$ cat src/rtl/smi_tx_word_packer_pkg.sv
// Shared definitions for the SMI TX word packer and the LVDS transmitter:
// frame sync patterns, byte ordering within a frame and the packer FSM encoding.
package smi_tx_word_packer_pkg;

    localparam logic [1:0] SyncI = 2'b10;
    localparam logic [1:0] SyncQ = 2'b01;

    localparam int unsigned FrameBytes = 4;

    typedef enum logic [1:0] {
        StHunt = 2'b00,
        StB1   = 2'b01,
        StB2   = 2'b10,
        StB3   = 2'b11
    } state_e;

    // Frames are sent MSB first: byte index 0 lands in [31:24], index 3 in [7:0].
    function automatic int unsigned lane_lsb(input int unsigned idx);
        return 8 * (FrameBytes - 1 - idx);
    endfunction

    function automatic logic [1:0] sync_bits(input logic [7:0] b);
        return b[7:6];
    endfunction

endpackage

$ cat src/rtl/smi_tx_word_packer_sat_counter.sv
// Saturating up-counter: increments on inc_i, sticks at all-ones, clears only on reset.
module smi_tx_word_packer_sat_counter #(
    parameter int unsigned Width = 16
) (
    input  logic             clk_i,
    input  logic             rst_ni,
    input  logic             inc_i,
    output logic [Width-1:0] count_o
);

    logic [Width-1:0] count_d, count_q;

    always_comb begin
        count_d = count_q;
        if (inc_i && (count_q != {Width{1'b1}})) begin
            count_d = count_q + Width'(1);
        end
    end

    always_ff @(posedge clk_i or negedge rst_ni) begin
        if (!rst_ni) begin
            count_q <= '0;
        end else begin
            count_q <= count_d;
        end
    end

    assign count_o = count_q;

endmodule

$ cat src/rtl/smi_tx_word_packer.sv
// Packs SMI bytes into 32-bit I/Q frames for the TX FIFO, hunting on the I/Q sync bits.
// Diagnostic counters are built only when SMI_TX_PACKER_STATS_EN is defined.
module smi_tx_word_packer
    import smi_tx_word_packer_pkg::*;
#(
    parameter int unsigned CNT_W = 16
) (
    input  logic             i_sys_clk,
    input  logic             i_rst_b,
    input  logic             i_enable,
    input  logic             i_byte_valid,
    input  logic [7:0]       i_byte,
    input  logic             i_fifo_full,
    output logic             o_fifo_push,
    output logic [31:0]      o_fifo_data,
    output logic [CNT_W-1:0] o_sync_err_count,
    output logic [CNT_W-1:0] o_drop_count,
    output logic             o_aligned
);

    state_e      state_d, state_q;
    logic [31:0] word_d, word_q;
    logic        push_d, push_q;
    logic [31:0] data_d, data_q;
    logic [31:0] frame;
    logic        sync_err_inc;
    logic        drop_inc;

    always_comb begin
        state_d      = state_q;
        word_d       = word_q;
        push_d       = 1'b0;
        data_d       = data_q;
        sync_err_inc = 1'b0;
        drop_inc     = 1'b0;
        frame        = word_q;
        frame[lane_lsb(3) +: 8] = i_byte;

        if (!i_enable) begin
            state_d = StHunt;
            word_d  = '0;
        end else if (i_byte_valid) begin
            unique case (state_q)
                StHunt: begin
                    if (sync_bits(i_byte) == SyncI) begin
                        word_d[lane_lsb(0) +: 8] = i_byte;
                        state_d = StB1;
                    end
                end
                StB1: begin
                    word_d[lane_lsb(1) +: 8] = i_byte;
                    state_d = StB2;
                end
                StB2: begin
                    if (sync_bits(i_byte) == SyncQ) begin
                        word_d[lane_lsb(2) +: 8] = i_byte;
                        state_d = StB3;
                    end else begin
                        sync_err_inc = 1'b1;
                        // A slipped stream may already be showing the next I byte.
                        if (sync_bits(i_byte) == SyncI) begin
                            word_d = '0;
                            word_d[lane_lsb(0) +: 8] = i_byte;
                            state_d = StB1;
                        end else begin
                            state_d = StHunt;
                        end
                    end
                end
                StB3: begin
                    state_d = StHunt;
                    word_d  = '0;
                    if (!i_fifo_full) begin
                        push_d = 1'b1;
                        data_d = frame;
                    end else begin
                        drop_inc = 1'b1;
                    end
                end
                default: state_d = StHunt;
            endcase
        end
    end

    always_ff @(posedge i_sys_clk or negedge i_rst_b) begin
        if (!i_rst_b) begin
            state_q <= StHunt;
            word_q  <= '0;
            push_q  <= 1'b0;
            data_q  <= '0;
        end else begin
            state_q <= state_d;
            word_q  <= word_d;
            push_q  <= push_d;
            data_q  <= data_d;
        end
    end

    assign o_fifo_push = push_q;
    assign o_fifo_data = data_q;
    assign o_aligned   = (state_q != StHunt);

`ifdef SMI_TX_PACKER_STATS_EN
    smi_tx_word_packer_sat_counter #(
        .Width (CNT_W)
    ) u_sync_err_cnt (
        .clk_i   (i_sys_clk),
        .rst_ni  (i_rst_b),
        .inc_i   (sync_err_inc),
        .count_o (o_sync_err_count)
    );

    smi_tx_word_packer_sat_counter #(
        .Width (CNT_W)
    ) u_drop_cnt (
        .clk_i   (i_sys_clk),
        .rst_ni  (i_rst_b),
        .inc_i   (drop_inc),
        .count_o (o_drop_count)
    );
`else
    logic unused_inc;
    assign unused_inc       = sync_err_inc | drop_inc;
    assign o_sync_err_count = '0;
    assign o_drop_count     = '0;
`endif

endmodule

$ cat config.mk
export PLATFORM = sky130hd
export DESIGN_NAME = smi_tx_word_packer
export DESIGN_NICKNAME = d
export VERILOG_FILES = /design/src/rtl/smi_tx_word_packer_pkg.sv /design/src/rtl/smi_tx_word_packer_sat_counter.sv /design/src/rtl/smi_tx_word_packer.sv
export SDC_FILE = /design/constraint.sdc
export NUM_CORES = 1
export LEC_CHECK = 0
export ABC_AREA = 1
export BUFFER_PORTS_ARGS = -buffer_cell sky130_fd_sc_hd__buf_2
export CORE_UTILIZATION = 46
export DETAILED_ROUTE_END_ITERATION = 12
export PLACE_DENSITY = 0.7
export SLEW_MARGIN = 40
export SYNTH_ARGS = -nofsm -noshare
export SYNTH_HDL_FRONTEND = slang
export SYNTH_SLANG_ARGS = --single-unit
export TNS_END_PERCENT = 1
$ cat constraint.sdc
create_clock -name i_sys_clk -period 1.6 [get_ports i_sys_clk]
set_input_delay 0.24 -clock i_sys_clk [delete_from_list [all_inputs] [get_ports i_sys_clk]]
set_output_delay 0.24 -clock i_sys_clk [all_outputs]
set_load 0.02 [all_outputs]
==> results of run 1 <==
==> worst min path at each step <==
stage	end	slack (ns)	cells past startpoint	startpoint
floorplan	o_fifo_data[0]	-0.06	0	i_rst_b
detailed placement	word_q[14]	0.27	2	i_rst_b
CTS	o_fifo_data[1]	0.17	3	i_byte[1]
finish	o_fifo_data[1]	0.18	3	i_byte[1]
global route	o_fifo_data[1]	0.18	3	i_byte[1]
global placement	word_q[14]	0.26	2	i_rst_b
==> worst reg2reg max path: cells and delay by family, from the launching register on <==
| kind | cells | cell delay [ns] |
|---|---|---|
| adders and majority gates | 1 | 0.26 |
| buffers and inverters | 2 | 0.23 |
| DFF | 1 | 0.40 |
| and+or+nand+nor | 6 | 0.59 |
==> repair_timing <==
action                                 4_1_cts  5_1_grt
setup endpoints to repair                    9       41
pin swaps                                    0        1
endpoints found under the hold margin       59        0
hold buffers                                 1        0
resized for setup                            1        3
==> sequential cells by signal (all words and copies together) (netlist names) <==
name,cells
o_fifo_push,1
o_fifo_data,32
state_q,2
word_q,24
==> cells in the final DEF, fill, tap and decap left out, types with 2 or more instances in the layout <==
| cell type | count |
|---|---|
| sky130_fd_sc_hd__buf_2 | 46 |
| sky130_fd_sc_hd__buf_4 | 5 |
| sky130_fd_sc_hd__bufinv_16 | 2 |
| sky130_fd_sc_hd__clkbuf_8 | 11 |
| sky130_fd_sc_hd__conb_1 | 32 |
| sky130_fd_sc_hd__dfrtp_1 | 59 |
| sky130_fd_sc_hd__ha_1 | 5 |
| sky130_fd_sc_hd__inv_1 | 20 |
| sky130_fd_sc_hd__inv_2 | 3 |
| sky130_fd_sc_hd__nand2_1 | 154 |
| sky130_fd_sc_hd__nand2_2 | 2 |
| sky130_fd_sc_hd__nand2_4 | 3 |
| sky130_fd_sc_hd__nand3_1 | 11 |
| sky130_fd_sc_hd__nand3_2 | 3 |
| sky130_fd_sc_hd__nor2_1 | 21 |
| sky130_fd_sc_hd__nor2_4 | 5 |
| sky130_fd_sc_hd__nor3_1 | 5 |
| sky130_fd_sc_hd__o21ai_0 | 4 |
| sky130_fd_sc_hd__o21ai_1 | 8 |
==> metrics by stage <==
step	utilization, %	total power, mW
after floorplan	-	3.36
after global placement	51.6	3.76
after detailed placement	51.6	3.82
after CTS	55.6	5.37
after global routing	55.8	5.70
final	55.8	5.33
==> layer usage <==
layer / vias up / GRT usage, % / wire length [µm]
met3: 7 / 5.33 / 271
li1: 1116 / - / -
met5: - / 0 / 0
met1: 1017 / 24.4 / 2620
met4: 0 / 9.29 / 86
met2: 68 / 29.9 / 2560
==> layout make-up <==
type	instances	share of cell area, %
Multi-Input combinational cell	257	34.5
Sequential cell	59	44.2
Clock inverter	4	2.17
Tap cell	75	2.81
Inverter	24	2.77
Timing Repair Buffer	53	8.91
Clock buffer	12	4.64
==> where the power goes <==
part	total, mW	internal [mW]	switching (mW)
logic	1.64	0.519	1.12
registers	2.16	1.92	0.237
clock network	1.53	0.959	0.567
==> cell families (layout without fill, tap and decap cells) <==
kind of cell,count (synthesis),count (layout)
adders and majority gates,6,6
DFF,59,59
AOI/OAI and AO/OA,12,12
and+or+nand+nor,207,207
buffers and inverters,65,93
other,1,32
==> run summary, run 1 <==
- completed — outcome
- 0 — number of hold-slack violations in the final timing report
- flip-flop — category of the worst setup path launch point
- 4.56 — Vias per Instance
- 74 — Detailed Route Iter0 Violations
- simple AND/OR/NAND/NOR gates — dominant combinational cell family by area after synthesis
- state_q[0] — source of the worst register-to-register timing path
- -0.0486 ns — pre-CTS setup slack
- 0.34 ns — worst-skew pair later-pin latency
- flip-flop — endpoint class of the critical path
- reg2reg — critical path class
- 59 — total number of clock tree sinks
- 50.8% — share of Yosys cell area claimed by the top area cell type
- 6640 µm² — die footprint
- 0.0116 ns — smallest setup slack after layout
- sky130_fd_sc_hd__clkbuf_8 — CTS root buf
- 0.01 ns — worst setup slack for register-to-register paths
- 0 — number of setup violations in the final report
- 11.4 µm — DR WL/cell
- 46 — port buffer count
- 423 — Final Net Count
- 0% — XOR/XNOR share of the synthesized area
- 630 MHz — Fmax achieved
- 2.58% — Adder-Cell Fraction of Synth Area
- 0.40 ns — delay of the slowest cell on the worst path
- 9 — Worst Reg-to-Reg Cells
- 0.965 — routability congestion estimate
- 9 — critical path depth
- 5990 µm² — area of the core
- sky130_fd_sc_hd__dfrtp_1 — leading register cell type out of synthesis
- 0 — total congestion overflow
- 81.5 µm — die outline height
- 3 — H-tree depth
- 1.59 ns — Period minus WS final
- 0.06 ns — Worst-path clk slew
- 5 — Detailed Routing Iterations Pass 1
- 2049 — vias in the first global route
- state_q[0] — CP Launch Point
- 588 — Fill cells
- 0 ns — aggregate negative setup slack
- 0 — number of buffers inserted to repair setup after CTS
- 0 — Syn. warnings
- word_q[27] — end point of the critical path
- word_q[27] — critical register-to-register path endpoint
- 1.83 ns — critical path data required time
- sky130_fd_sc_hd__dfrtp_1 — Synth area leader
- inv_1 > ha_2 > inv_1 > nand2_1 > nor2_1 > nor2_4 > nand2_4 > nand2_1 > nand2_1 — crit-path cells
- sky130_fd_sc_hd__dfrtp_1 — crit path max-delay cell type
- 0 — number of remaining DRC errors
- 1590 nW/µm² — power per cell area
- 2 — Max Buffers Root-to-Sink
- 28 — Row Count
- 1.99 nW — static leakage
- yes — CTS tree
- 484 — count of placed standard cells in the final layout, fillers left out
- 5.53 mm — routed wire length
- sky130_fd_sc_hd__nand2_1 — most repeated cell in the gate-level netlist after synthesis
- 0.00878 ns — Layout Skew
- 8.30 µm² — synthesized area divided by synthesized cell count
- 9 — critical path peak fanout
- true — setup repair after global routing missed its margin
- 30.6% — post-synthesis share of cell area spent on and, or, nand and nor gates
- 2208 — overall via count from detail_route
- 21 — number of distinct standard cells referenced by the synthesized netlist
- 50.8% — share of the yosys chip area belonging to registers
- 60 — pin count of the biggest net entering global routing
- 15.0% — area growth from synthesis to layout
- 0 — DRT antenna net count
- 0 — number of violations of the max-capacitance limit
- 2.07% — Compound-Gate Fraction of Synth Area
- 3.95 mm — total half-perimeter wirelength after legalization and detailed placement
- simple AND/OR/NAND/NOR gates — Largest delay share family, worst path
- 0 — Antenna diodes
- 81.5 µm — die width
- 19.1% — overall track demand over capacity in global routing
- 1150 µm² — Multi-input gate area
- 3340 µm² — final design area excluding fillers
- 0.184 ns — hold_ws
- 350 — synthesized instance count
- 853 µV — worst voltage drop across the vdd grid
- 0 — Post-synth EDFFs
- 3090 µm² — placed standard-cell area
- sky130_fd_sc_hd__nand2_1 (154), sky130_fd_sc_hd__dfrtp_1 (59), sky130_fd_sc_hd__buf_4 (32), sky130_fd_sc_hd__nor2_1 (21), sky130_fd_sc_hd__inv_1 (20) — most frequent cells after synthesis
- 79 — count of boundary I/O pins
- in2reg — worst hold-check path type
- sky130_fd_sc_hd__dfrtp_1 (51%), sky130_fd_sc_hd__nand2_1 (20%), sky130_fd_sc_hd__buf_4 (8.3%), sky130_fd_sc_hd__nor2_1 (2.7%), sky130_fd_sc_hd__ha_1 (2.6%) — cells taking the most area after synthesis
- 2 — Buffers & Inverters on Critical Path
- 48.5% — starting density of the core
- 99.3% — fraction of the cycle the final worst path needs
- 9 — Num CTS Buffers
- 1480 µm² — register area
- 0% — mux share of post-synthesis cell area
- 467 — # placed instances
- 9.30 mm — first-pass GRT wire length
- 1.81 ns — arrival time reported for the critical path endpoint
- 0 — Slew Viols, Final
- 21.3% — layout cell share with drive strength beyond 1
- sky130_fd_sc_hd__nand2_1 — crit-path most repeated cell
- 2910 µm² — area of the mapped netlist
- 0 — number of antenna violations at the first check in global routing
- 100% — post-synthesis async set-or-reset flop share
- 59 — #FFs+latches synth
(Power assumes the default switching activity.)
==> inputs of run 2 (changes only) <==
--- a/config.mk
+++ b/config.mk
@@ -9,9 +9,10 @@
 export BUFFER_PORTS_ARGS = -buffer_cell sky130_fd_sc_hd__buf_2
 export CORE_UTILIZATION = 46
 export DETAILED_ROUTE_END_ITERATION = 12
+export HOLD_SLACK_MARGIN = 0.05
 export PLACE_DENSITY = 0.7
 export SLEW_MARGIN = 40
 export SYNTH_ARGS = -nofsm -noshare
 export SYNTH_HDL_FRONTEND = slang
 export SYNTH_SLANG_ARGS = --single-unit
-export TNS_END_PERCENT = 1
+export TNS_END_PERCENT = 10
==> constraint.sdc (replaced) <==
create_clock -name i_sys_clk -period 1.9 [get_ports i_sys_clk]
set_input_delay 0.285 -clock i_sys_clk [delete_from_list [all_inputs] [get_ports i_sys_clk]]
set_output_delay 0.285 -clock i_sys_clk [all_outputs]
set_load 0.02 [all_outputs]
==> run 2 against run 1 <==
  * Maximum frequency shrank 4.7%
  * Routed wire length rose by 2.4%
  * Utilization decreased by 0.98 points
  * First-iteration DRC count up 22%
  * Hold slack improved by 0.058 ns
  * Cell count is 0.62% lower
  * Non-clock buffer count is 2 lower
  * Sequential power fell by 16%
  * Critical path depth down 1
  * Clock power down 27%
  * Clock-buffer cell count grew 1
  * Critical path type unchanged
  * Critical endpoint is now word_q[24]
  * Largest power group unchanged
==> run summary, run 2 (synthesized netlist as in run 1, its figures left out) <==
- 26.1% — portion of total power attributed to the clock network, -2.5 points
- 0.00905 ns — Layout Skew, +0.000262 ns
- 0 — total congestion overflow, unchanged
- 2167 — overall via count from detail_route, -1.9%
- 87.7% — fraction of the cycle the final worst path needs, -12 points
- 0 — number of buffers inserted to repair setup after CTS, unchanged
- 0 — Post-CTS Resized, -1
- 6640 µm² — die footprint, unchanged
- reg2reg — critical path class
- 9.40 mm — first-pass GRT wire length, +1.1%
- 0 ns — aggregate negative setup slack, unchanged
- 0 — Antenna diodes, unchanged
- 2 — Max Buffers Root-to-Sink, unchanged
- 19.5% — overall track demand over capacity in global routing, +0.34 points
- 1310 nW/µm² — power per cell area, -18%
- 5.66 mm — routed wire length, +2.4%
- 1.89 ns — arrival time reported for the critical path endpoint, +0.08 ns
- yes — CTS tree
- false — setup repair after global routing missed its margin
- 31.8% — Logic pwr share, +1.0 points
- 13.0% — area growth from synthesis to layout
- 81.5 µm — die width, unchanged
- 421 — Final Net Count, -0.47%
- 0 — DRT antenna net count, unchanged
- 4.15 mm — total half-perimeter wirelength after legalization and detailed placement, +5.0%
- 0.506 ns — Worst-Margin Slew
- 0 — Slew Viols, Final, unchanged
- 2.12 ns — critical path data required time, +0.29 ns
- 707 µV — worst voltage drop across the vdd grid, -17%
- 46 — port buffer count, unchanged
- 600 MHz — Fmax achieved, -4.7%
- flip-flop — category of the worst setup path launch point
- 66.2% — relative slew slack
- sky130_fd_sc_hd__nand2_1 — commonest non-fill, non-tap cell in the layout
- 32 — max reg flops, unchanged
- flip-flop — endpoint class of the critical path
- 11.8 µm — DR WL/cell, +3.0%
- 2.62 mm — met2 wirelength from detailed routing, +2.5%
- 465 — # placed instances, -0.43%
- 4 — Detailed Routing Iterations Pass 1, -1
- 4.51 — Vias per Instance, -1.2%
- 2022 — vias in the first global route, -1.3%
- 2.72 mW — cell internal pwr, -20%
- 0 — number of remaining DRC errors, unchanged
- 0 — number of setup violations in the final report, unchanged
- 90 — Detailed Route Iter0 Violations, +22%
- 1.67 ns — Period minus WS final, +0.0779 ns
- 37.0% — switching power share of the total, +0.82 points
- in2reg — worst hold-check path type
- 42.1% — portion of total power attributed to sequential cells, +1.6 points
- sky130_fd_sc_hd__nand2_1 (154), sky130_fd_sc_hd__dfrtp_1 (59), sky130_fd_sc_hd__buf_2 (46) — commonest non-fill, non-tap cells in the layout
- 13 — critical path peak fanout, +4
- 0.34 ns — worst-skew pair later-pin latency, about the same
- 223 µm — wire length on met3, -18%
- 9 — Num CTS Buffers, unchanged
- 5990 µm² — area of the core, unchanged
- 2.71 mm — met1 wire length, +3.6%
- 81.5 µm — die outline height, unchanged
- 0 — number of violations of the max-capacitance limit, unchanged
- 20.2% — layout cell share with drive strength beyond 1, -1.1 points
- 39 — pin count of the biggest net entering global routing, -35%
- completed — outcome
- 3 — H-tree depth, unchanged
- 79 — count of boundary I/O pins, unchanged
- 481 — count of placed standard cells in the final layout, fillers left out, -0.62%
- 0.855 — routability congestion estimate, -11%
- 1.97 nW — static leakage, -1.1%
- 59 — total number of clock tree sinks, unchanged
- 28 — Row Count, unchanged
- 0 — number of hold-slack violations in the final timing report, unchanged
- 0 — number of antenna violations at the first check in global routing, unchanged
- met4 — Top Layer Used
- 0.07 ns — Worst-path clk slew, about the same
- 48.5% — starting density of the core, unchanged
- sky130_fd_sc_hd__clkbuf_8 — CTS root buf
- 1.60 mW — net switching power figure, -17%
run 2: power groups by stage:
stage	combinational [mW]	clock, mW	sequential, mW
floorplan	0.803	0	2.03
global placement	1.34	0	1.83
detailed placement	1.37	0	1.84
CTS	1.39	1.15	1.82
global route	1.55	1.21	1.86
finish	1.37	1.12	1.82
run 2: layout make-up:
class                           instances  area (µm²)
Clock inverter                          2        35.0
Fill cell                             591        2710
Clock buffer                           13         159
Tap cell                               75        93.8
Multi-Input combinational cell        257        1140
Sequential cell                        59        1480
Timing Repair Buffer                   51         283
Inverter                               24        90.1
run 2: metal layers:
layer  vias to the layer above  GRT usage [%]
li1                       1106              -
met1                      1000           25.3
met2                        52           30.3
met3                         9           4.33
met4                         0           10.2
met5                         -              0
run 2: worst paths after layout:
check,start,depth (start not counted),slack (ns),endpoint
min in group asynchronous,i_rst_b,2,0.46,state_q[0]
hold reg to reg,word_q[9],2,0.46,o_fifo_data[9]
max in group asynchronous,i_rst_b,3,0.87,word_q[27]
setup reg to reg,state_q[1],8,0.23,word_q[24]
setup / recovery,state_q[1],8,0.23,word_q[24]
hold / removal,i_byte[1],3,0.24,o_fifo_data[1]
run 2: critical path, cell delays in order, from the launching register on:
cell and delay [ns]:
sky130_fd_sc_hd__dfrtp_1 0.43, sky130_fd_sc_hd__ha_1 0.29, sky130_fd_sc_hd__inv_2 0.08, sky130_fd_sc_hd__nand2_4 0.17, sky130_fd_sc_hd__nor2_1 0.10, sky130_fd_sc_hd__nor2_4 0.23
sky130_fd_sc_hd__nand2_4 0.11, sky130_fd_sc_hd__nand2_1 0.08, sky130_fd_sc_hd__nand2_1 0.05
run 2: stage by stage:
stage / area, µm² / power, mW / util (%) / hold slack [ns] / worst slack [ns]
final: 3280 / 4.31 / 54.8 / 0.242 / 0.234
after CTS: 3280 / 4.36 / 54.8 / 0.223 / 0.240
after global routing: 3280 / 4.62 / 54.8 / 0.270 / 0.0976
after global placement: 3080 / 3.17 / 51.4 / 0.286 / 0.352
after floorplan: 3020 / 2.83 / - / -0.0106 / 0.438
after detailed placement: 3080 / 3.21 / 51.4 / 0.288 / 0.257
run 2: what timing repair did:
action	4_1_cts	5_1_grt
endpoints found under the hold margin	21	0
setup endpoints to repair	0	0
hold buffers	1	0
==> inputs of run 3 (changes only) <==
--- a/config.mk
+++ b/config.mk
@@ -11,7 +11,7 @@
 export DETAILED_ROUTE_END_ITERATION = 12
 export HOLD_SLACK_MARGIN = 0.05
 export PLACE_DENSITY = 0.7
-export SLEW_MARGIN = 40
+export SLEW_MARGIN = 20
 export SYNTH_ARGS = -nofsm -noshare
 export SYNTH_HDL_FRONTEND = slang
 export SYNTH_SLANG_ARGS = --single-unit
==> constraint.sdc (replaced) <==
create_clock -name i_sys_clk -period 2.2 [get_ports i_sys_clk]
set_input_delay 0.33 -clock i_sys_clk [delete_from_list [all_inputs] [get_ports i_sys_clk]]
set_output_delay 0.33 -clock i_sys_clk [all_outputs]
set_load 0.02 [all_outputs]
==> run 3 against run 2 <==
  * Via count grew 0.32%
  * First-iteration DRC count increased by 40%
  * Hold slack better by 0.042 ns
  * Critical endpoint is now word_q[25]
  * Utilization grew 0.90 points
  * Critical path depth up 1
  * Register-to-register slack better by 0.11 ns
  * Clock-buffer cell count is 1 lower
  * Cell count is 0.21% higher
  * Worst setup slack improved by 0.11 ns
==> run summary, run 3 (synthesized netlist as in run 1, its figures left out) <==
- completed — outcome
- 59 — total number of clock tree sinks, unchanged
- 1.85 ns — Period minus WS final, +0.185 ns
- 0 — number of buffers inserted to repair setup after CTS, unchanged
- flip-flop — category of the worst setup path launch point
- 0 — Antenna diodes, unchanged
- 4.16 mm — total half-perimeter wirelength after legalization and detailed placement, +0.27%
- 0 — number of violations of the max-capacitance limit, unchanged
- 2 — Max Buffers Root-to-Sink, unchanged
- 540 MHz — Fmax achieved, -10%
- 46 — port buffer count, unchanged
- 32 — max reg flops, unchanged
- 284 µm — wire length on met3, +27%
- sky130_fd_sc_hd__nand2_1 — commonest non-fill, non-tap cell in the layout
- 0.07 ns — Worst-path clk slew, about the same
- sky130_fd_sc_hd__clkbuf_8 — CTS root buf
- 11 — critical path peak fanout, -2
- 0.349 ns — smallest setup slack after layout, +0.115 ns
- 19.4% — overall track demand over capacity in global routing, -0.088 points
- 6640 µm² — die footprint, unchanged
- 0 — number of setup violations in the final report, unchanged
- 5990 µm² — area of the core, unchanged
- state_q[0] — source of the worst register-to-register timing path
- 48.5% — starting density of the core, unchanged
- 3340 µm² — final design area excluding fillers, +1.6%
- 84.2% — fraction of the cycle the final worst path needs, -3.5 points
- 4.51 — Vias per Instance, +0.11%
- 28 — Row Count, unchanged
- 79 — count of boundary I/O pins, unchanged
- 4.02 mW — Power Total, -6.7%
- 421 — Final Net Count, unchanged
- 0.34 ns — worst-skew pair later-pin latency, about the same
- 0 — number of antenna violations at the first check in global routing, unchanged
- 81.5 µm — die outline height, unchanged
- 0 — number of hold-slack violations in the final timing report, unchanged
- 810 µV — worst voltage drop across the vdd grid, +15%
- 2.43 ns — critical path data required time, +0.31 ns
- 465 — # placed instances, unchanged
- 3070 µm² — placed standard-cell area, -0.41%
- flip-flop — endpoint class of the critical path
- state_q[0] — CP Launch Point
- 2.08 ns — arrival time reported for the critical path endpoint, +0.19 ns
- false — setup repair after global routing missed its margin
- 14.8% — area growth from synthesis to layout
- 0 — number of remaining DRC errors, unchanged
- 1480 µm² — register area, unchanged
- 26 — pin count of the biggest net entering global routing, -33%
- reg2reg — critical path class
- 0.416 ns — pre-CTS setup slack, +0.159 ns
- 20.9% — layout cell share with drive strength beyond 1, +0.69 points
- 5.69 mm — routed wire length, +0.53%
- 482 — count of placed standard cells in the final layout, fillers left out, +0.21%
- 126 — Detailed Route Iter0 Violations, +40%
- 0.00554 ns — Layout Skew, -0.00351 ns
- 0 — Slew Viols, Final, unchanged
- in2reg — worst hold-check path type
- 2174 — overall via count from detail_route, +0.32%
- 1210 nW/µm² — power per cell area, -8.2%
- 1140 µm² — Multi-input gate area, unchanged
- 11.8 µm — DR WL/cell, +0.32%
- 2059 — vias in the first global route, +1.8%
- 9 — Num CTS Buffers, unchanged
- 0.821 — routability congestion estimate, -3.9%
- 4 — Detailed Routing Iterations Pass 1, unchanged
- 2.00 nW — static leakage, +1.4%
- 9.36 mm — first-pass GRT wire length, -0.44%
- 2.53 mm — met2 wirelength from detailed routing, -3.6%
- 0 — DRT antenna net count, unchanged
- 2.77 mm — met1 wire length, +2.1%
- i_byte[1] — hold path start
- 553 — Fill cells, -6.4%
- sky130_fd_sc_hd__nand2_1 (154), sky130_fd_sc_hd__dfrtp_1 (59), sky130_fd_sc_hd__buf_2 (46) — commonest non-fill, non-tap cells in the layout
- yes — CTS tree
- 0 ns — aggregate negative setup slack, unchanged
- 0 — total congestion overflow, unchanged
- 3 — H-tree depth, unchanged
- met4 — Top Layer Used
- 81.5 µm — die width, unchanged
[run 3: cell types whose count changed in the layout (fill, tap and decap cells not counted)]
cell | previous run | this run
sky130_fd_sc_hd__buf_12 | 1 | 0
sky130_fd_sc_hd__bufinv_16 | 1 | 3
sky130_fd_sc_hd__clkbuf_1 | 2 | 0
sky130_fd_sc_hd__clkbuf_8 | 11 | 12
sky130_fd_sc_hd__buf_4 | 3 | 4
[run 3: path summary, 6_finish.rpt]
check	endpoint	slack, ns	depth (start not counted)
min in group asynchronous	word_q[13]	0.47	2
max in group asynchronous	o_fifo_data[4]	1.05	3
worst max-delay path	word_q[25]	0.35	9
worst min register to register	o_fifo_data[24]	0.47	2
worst min-delay path	o_fifo_data[1]	0.28	3
worst max register to register	word_q[25]	0.35	9
[run 3: critical path, stage by stage, from the launching register on]
cell and delay, ns:
sky130_fd_sc_hd__dfrtp_1 0.40, sky130_fd_sc_hd__inv_1 0.13, sky130_fd_sc_hd__ha_1 0.42, sky130_fd_sc_hd__inv_1 0.15, sky130_fd_sc_hd__nand2_1 0.10, sky130_fd_sc_hd__nor2_1 0.06
sky130_fd_sc_hd__nor2_4 0.23, sky130_fd_sc_hd__nand2_4 0.12, sky130_fd_sc_hd__nand2_1 0.09, sky130_fd_sc_hd__nand2_1 0.05
[run 3: power breakdown]
part | switching (mW) | internal [mW] | total [mW] | leakage (nW)
sequential | 0.172 | 1.40 | 1.57 | 0.799
clock | 0.437 | 0.843 | 1.28 | 0.133
combinational | 0.809 | 0.364 | 1.17 | 1.06
total | 1.42 | 2.61 | 4.02 | 2.00
[run 3: cell type report]
type	instances	share of cell area [%]
timing repair buffer	51	8.10
sequential	59	44.3
multi-input combinational	257	34.3
tap	75	2.81
clock buffer	12	4.95
inverter	24	2.70
clock inverter	4	2.85
[run 3: layer usage]
metal / global-route usage [%] / up-vias
met5: 0 / -
met4: 10.0 / 0
met3: 4.89 / 10
met2: 29.7 / 60
met1: 25.3 / 997
li1: - / 1107
[run 3: what timing repair did]
item | 4_1_cts | 5_1_grt
endpoints found under the hold margin | 20 | 0
endpoints found under the setup margin | 0 | 0
resized for setup | 0 | 0
hold buffers | 1 | 0
[run 3: through the flow]
stage	hold slack (ns)	utilization, %
floorplan	0.0344	-
global placement	0.320	51.2
detailed placement	0.327	51.2
CTS	0.261	55.7
global route	0.288	55.7
finish	0.284	55.7
